### src/rtl/demux_1to4_16bit_stream.sv
`default_nettype none
// ============================================================================
// Module   : demux_1to4_16bit_stream
// Brief    : 1:4 valid/ready stream demux with a one-entry slot and a
//            saturating beat counter per output channel.
// Revision : 1.0 - initial release
// ============================================================================
module demux_1to4_16bit_stream #(
    parameter int WIDTH     = 16,
    parameter int SEL_WIDTH = 2,
    parameter int CNT_WIDTH = 8
) (
    input  logic                                 clk,
    input  logic                                 rst,
    input  logic                                 in_valid,
    output logic                                 in_ready,
    input  logic [WIDTH-1:0]                     in_data,
    input  logic [SEL_WIDTH-1:0]                 in_sel,
    output logic [(1<<SEL_WIDTH)-1:0]            out_valid,
    input  logic [(1<<SEL_WIDTH)-1:0]            out_ready,
    output logic [(1<<SEL_WIDTH)*WIDTH-1:0]      out_data,
    input  logic                                 cnt_clr,
    output logic [(1<<SEL_WIDTH)*CNT_WIDTH-1:0]  beat_cnt
);

    localparam int NCH = 1 << SEL_WIDTH;

    logic w_accept;

    // A full target slot that drains this cycle can take the next beat.
    assign in_ready = !rst && (!out_valid[in_sel] || out_ready[in_sel]);
    assign w_accept = in_valid && in_ready;

    for (genvar i = 0; i < NCH; i++) begin : g_ch
        logic                 w_load;
        logic                 w_drain;
        logic                 valid_q;
        logic                 valid_d;
        logic [WIDTH-1:0]     data_q;
        logic [WIDTH-1:0]     data_d;
        logic [CNT_WIDTH-1:0] cnt_q;
        logic [CNT_WIDTH-1:0] cnt_d;

        assign w_load  = w_accept && (in_sel == SEL_WIDTH'(i));
        assign w_drain = valid_q && out_ready[i];

        always_comb begin
            valid_d = valid_q;
            data_d  = data_q;
            if (w_load) begin
                valid_d = 1'b1;
                data_d  = in_data;
            end else if (w_drain) begin
                valid_d = 1'b0;
            end
        end

        always_comb begin
            cnt_d = cnt_q;
            if (cnt_clr) begin
                cnt_d = '0;
            end else if (w_load && (cnt_q != {CNT_WIDTH{1'b1}})) begin
                cnt_d = cnt_q + CNT_WIDTH'(1);
            end
        end

        always_ff @(posedge clk or posedge rst) begin
            if (rst) begin
                valid_q <= 1'b0;
                data_q  <= '0;
                cnt_q   <= '0;
            end else begin
                valid_q <= valid_d;
                data_q  <= data_d;
                cnt_q   <= cnt_d;
            end
        end

        assign out_valid[i]                         = valid_q;
        assign out_data[i*WIDTH +: WIDTH]           = data_q;
        assign beat_cnt[i*CNT_WIDTH +: CNT_WIDTH]   = cnt_q;
    end

endmodule
`default_nettype wire

### config.mk
export PLATFORM = sky130hd
export DESIGN_NAME = demux_1to4_16bit_stream
export DESIGN_NICKNAME = d
export VERILOG_FILES = /design/src/rtl/demux_1to4_16bit_stream.sv
export SDC_FILE = /design/constraint.sdc
export NUM_CORES = 1
export LEC_CHECK = 0
export CAP_MARGIN = 0
export CORE_ASPECT_RATIO = 2
export CORE_MARGIN = 3
export CORE_UTILIZATION = 40
export DETAILED_ROUTE_END_ITERATION = 8
export PLACE_DENSITY = 0.81
export SETUP_SLACK_MARGIN = 0.3
export SYNTH_ARGS = -nofsm -noshare
export SYNTH_HDL_FRONTEND = slang
export SYNTH_SLANG_ARGS = --single-unit
### constraint.sdc
create_clock -name clk -period 3.1 [get_ports clk]
set_input_delay 0.62 -clock clk [delete_from_list [all_inputs] [get_ports clk]]
set_output_delay 0.62 -clock clk [all_outputs]
set_load 0.05 [all_outputs]
### Word-level counts from Yosys, hierarchy flattened

Index checks and enable logic that the tools add are counted.
W data, S select, Z words.

* flip-flop bits (word level): 100
* input port bits: 26
* word-level logic and storage cells: 70

* $add $sub $neg: 4
* order comparisons: 1
* eq/ne operators: 7
* multiplexer cells: 20
* reduce and logical (&&, ||, !) cells: 26

Operator list (count)
* $mux W8: 8
* $add A8 B1 Y8 const B: 4
* $ne A8 B8 Y1 const B: 4
* $reduce_bool A2 Y1: 8
* $logic_and A1 B1 Y1: 14
* $mux W1: 10
* $bmux W1 S2: 2
* $eq A2 B2 Y1 const B: 2
* $lt A2 B3 Y1 const B: 1
* $eq A2 B1 Y1 const B: 1
* $logic_not A1 Y1: 2
* $logic_not A2 Y1: 1
* $logic_or A1 B1 Y1: 1

### Longest topological paths before layout

* word-level depth: 10
* gate-level depth with buffers: 7
* gate-level depth less buffers: 5

### Least setup slack after synthesis

Ideal clock, no wire load.

* path kind: input -> register
* start point: input port rst
* end point: register g_ch[0].cnt_q[4]
* library setup time: 0.078 ns
* arrival time: 4.376 ns
* slack: -1.354 ns
* cell stages on the path: 4
* buffers on the path: 0
* cells stage by stage: inv_1 -> nand4_1 -> or4_1 -> a21oi_1

* cells in the longest elaborated chain, start to end: 6

RTL lines
* from (decl): RTL line 14 `input logic rst,`
* $logic_not A1 Y1 (no source line)
* $logic_and A1 B1 Y1: RTL line 31 `assign in_ready = !rst && (!out_valid[in_sel] || out_ready[in_sel]);`
* $logic_and A1 B1 Y1: RTL line 32 `assign w_accept = in_valid && in_ready;`
* $logic_and A1 B1 Y1: RTL line 44 `assign w_load = w_accept && (in_sel == SEL_WIDTH'(i));`
* $logic_and A1 B1 Y1: RTL line 62 `end else if (w_load && (cnt_q != {CNT_WIDTH{1'b1}})) begin`
* $reduce_bool A2 Y1 (no source line)
* to (signal assigned): RTL line 75 `cnt_q <= cnt_d;`
* to (decl): RTL line 41 `logic [CNT_WIDTH-1:0] cnt_q;`

Every way passes these cells.
A chain may end at the register's enable or synchronous reset.

### Final worst setup path

* start point: input port out_ready[3]
* end point: output port in_ready

* cells in the longest elaborated chain, start to end: 4

RTL lines
* from (decl): RTL line 20 `input logic [(1<<SEL_WIDTH)-1:0] out_ready,`
* $bmux W1 S2: RTL line 31
* $mux W1 (implied by the code): RTL line 31
* $logic_or A1 B1 Y1: RTL line 31
* $logic_and A1 B1 Y1: RTL line 31
* to (decl): RTL line 16 `output logic in_ready,`

Every way passes these cells. The select of a mux whose other input is x is not followed.

==> impl_metrics.ini <==
[hold_path]
whs_endpoint = g_ch[1].data_q[5]
min-delay-path-class = reg2reg
worstHoldStart = g_ch[1].data_q[5]
hold-path-cell-count = 2

[floorplanning]
dieArea_um2 = 12390
core_area_um2 = 10610
die_y_um = 154.4
die_w_um = 80.21
std_cell_rows = 53
start_util_pct = 41.52
io_pins = 127

[clock_network]
cts_setup_buffers = 0
clk_latency_ns = 0.34
root_buffer = clkbuf_16
cts_buffers = 9
htree_levels = 3
cts_buffer_depth = 2
cts_sinks = 100
clk_pin_slew_ns = 0.07
cts_tree = yes

[final_layout]
fill_cells = 916
register_area_um2 = 2502
drive_gt1_share_pct = 16.22
nets = 543
final_util_pct = 58.05
n_antenna_cell = 0
syn2layout_area_growth_pct = 39.82
design_area_um2 = 6160
multi_input_area_um2 = 1826

[power_and_ir_drop]
power_density_nw_per_um2 = 660.7
vdd_ir_drop_max_uv = 507.3
leakagePower_nw = 2.615

[drt]
drc = 0
avgRoutedWirePerCell_um = 17.81
vias_per_cell = 5.385
first_pass_iters = 4
ant_nets = 0
drt_iter0_drc = 227
routed_wl_mm = 11.67
via_count = 3527

[critical_path]
r2r_end = g_ch[1].cnt_q[7]
r2r_cells = 5
worst_setup_path_start_kind = input pin
reg2reg_from = g_ch[1].cnt_q[0]
critical_path.endpoint_type = output port
cpPeakStageDelay_ns = 0.50
path_cells = clkdlybuf4s50_1 > nor2b_1 > mux4_2 > nor2_1 > buf_12
crit_arrival_ns = 2.08
path_class = in2out
r2r_slack_ns = 1.12
slowest_stage = mux4_2
worstPathMaxFanout = 6
cp.required_ns = 2.48

[global_route]
grt.met1_usage_pct = 21.07
grt-ovfl-total = 0
antenna_found_initial = 0
grt_pass1_vias = 3734
grtUsageMet3_pct = 4.138
grt_pass1_wl_mm = 18.86
grt_max_degree = 60
grt_busiest_layer = met2
use_met2_pct = 35.68
grtUsageTotal_pct = 19.49

[sta]
setup-tns-final_ns = 0
hold_ws_ns = 0.4767
finClkSkew_ns = 0.005757
tightestPinTransition_ns = 0.8040
max_freq_ghz = 0.3706
rsz0062_at_grt = no
setup_viol = 0
fin_ws_ns = 0.4018
slew_viol_final = 0
fin_crit_sh_pct = 87.04
slew_headroom_pct = 45.99
post-route-min-period_ns = 2.698
hold_viol_final = 0

[placement]
portBuffers = 126
post-place-ws_ns = 0.2983
gp_congestion = 0.8150
post_dp_cell_area_um2 = 5864
dpl.hpwl_mm = 8.555

[yosys]
syn_nets = 412
synthMostInstantiatedCell = dfrtp_1
ys_seq_elements = 100
yosys_warnings = 0
ys_types = 45
synth_cells = 382
synth_flop_cell = dfrtp_1
async_flop_share_pct = 100.0
synth.avg_cell_area_um2 = 11.53
synth-edff-count = 0
synthTopCellsByArea = dfrtp_1 (57%), mux2_2 (13%), nand2_1 (5.5%)
synth_top_area_share_pct = 56.80
yosys.area.top_type = dfrtp_1
ys_seq_area_share_pct = 56.80
synth_common_cells = dfrtp_1 (100), nand2_1 (64), mux2_2 (49)
syn_area_um2 = 4405

[status]
outcome = completed

[flow_run]
cap_viol_max_count = 0
[worst max-delay path, delay by kind of cell]
kind / cells / cell delay (ns)
buffers and inverters: 2 / 0.64
muxes: 1 / 0.50
and+or+nand+nor: 2 / 0.31
[sequential cells by signal, summed over array words and instances, names as in the netlist]
signal / flops
g_ch.cnt_q: 32
g_ch.valid_q: 4
g_ch.data_q: 64
[power by group]
| part | internal [mW] | switching [mW] | total [mW] |
|---|---|---|---|
| combinational | 0.479 | 0.904 | 1.38 |
| clock | 0.583 | 0.515 | 1.10 |
| sequential | 1.49 | 0.101 | 1.59 |
[metrics by stage]
step | std cells | power, mW
6_report | 655 | 4.070
5_1_grt | 655 | 4.220
4_1_cts | 655 | 4.109
3_5_place_dp | 639 | 3.007
3_3_place_gp | 639 | 2.978
2_1_floorplan | 382 | 2.493
[worst max path at each step]
stage                     cells after the start  slack [ns]         start                 end
after floorplan                               4       -0.37           rst  g_ch[0].data_q[10]
after global placement                        4        0.35     in_sel[1]            in_ready
after detailed placement                      4        0.30     in_sel[1]            in_ready
after CTS                                     4        0.31     in_sel[1]            in_ready
after global routing                          5        0.37  out_ready[3]            in_ready
final                                         5        0.40  out_ready[3]            in_ready
[area by class of cell]
class                      instances  area share (%)
clock inverter                     6          0.8735
multi-input combinational        262           29.64
inverter                           4          0.3047
clock buffer                      10           3.880
sequential                       100           40.63
timing repair buffer             136           21.90
tap                              137           2.783
[cells in the final DEF, fill, tap and decap left out, types with 2 or more instances in the layout]
master	count
clkdlybuf4s50_1	124
dfrtp_1	100
nand2_1	64
mux2_2	44
nand3_1	18
nor2_1	15
a21oi_1	13
buf_4	10
o21ai_0	9
clkbuf_16	9
nor2b_1	7
or3_1	7
nand2b_1	6
nor3_1	6
nand4_1	5
o41ai_1	5
o31ai_1	5
or4_1	5
mux2_4	5
nor4_1	5
o311ai_0	4
mux2i_1	4
and3_1	4
ha_1	4
inv_1	3
a211o_1	3
inv_6	3
clkinvlp_4	2
o211ai_1	2
xor2_1	2
a211oi_1	2
o2111ai_1	2
[timing repair]
item / CTS / global route
hold buffers: 0 / 0
resized for setup: 0 / 1
setup endpoints to repair: 0 / 1
[metal layers]
layer	vias to the layer above	wire length [um]
met5	-	0
met4	0	227
met3	13	575
met2	109	6583
met1	1764	4282
li1	1641	-
[logic make-up (layout without fill, tap and decap cells)]
group / Yosys count / after routing / share of synthesized area (%)
AND/OR/NAND/NOR: 155 / 155 / 18.26
flip-flops: 100 / 100 / 56.80
multiplexers: 54 / 54 / 13.94
AO/OA/AOI/OAI: 47 / 47 / 7.270
buffers and inverters: 20 / 156 / 2.187
adder cells (fa/ha/maj): 4 / 4 / 1.136
XOR/XNOR: 2 / 2 / 0.3977
(Power assumes the default switching activity.)
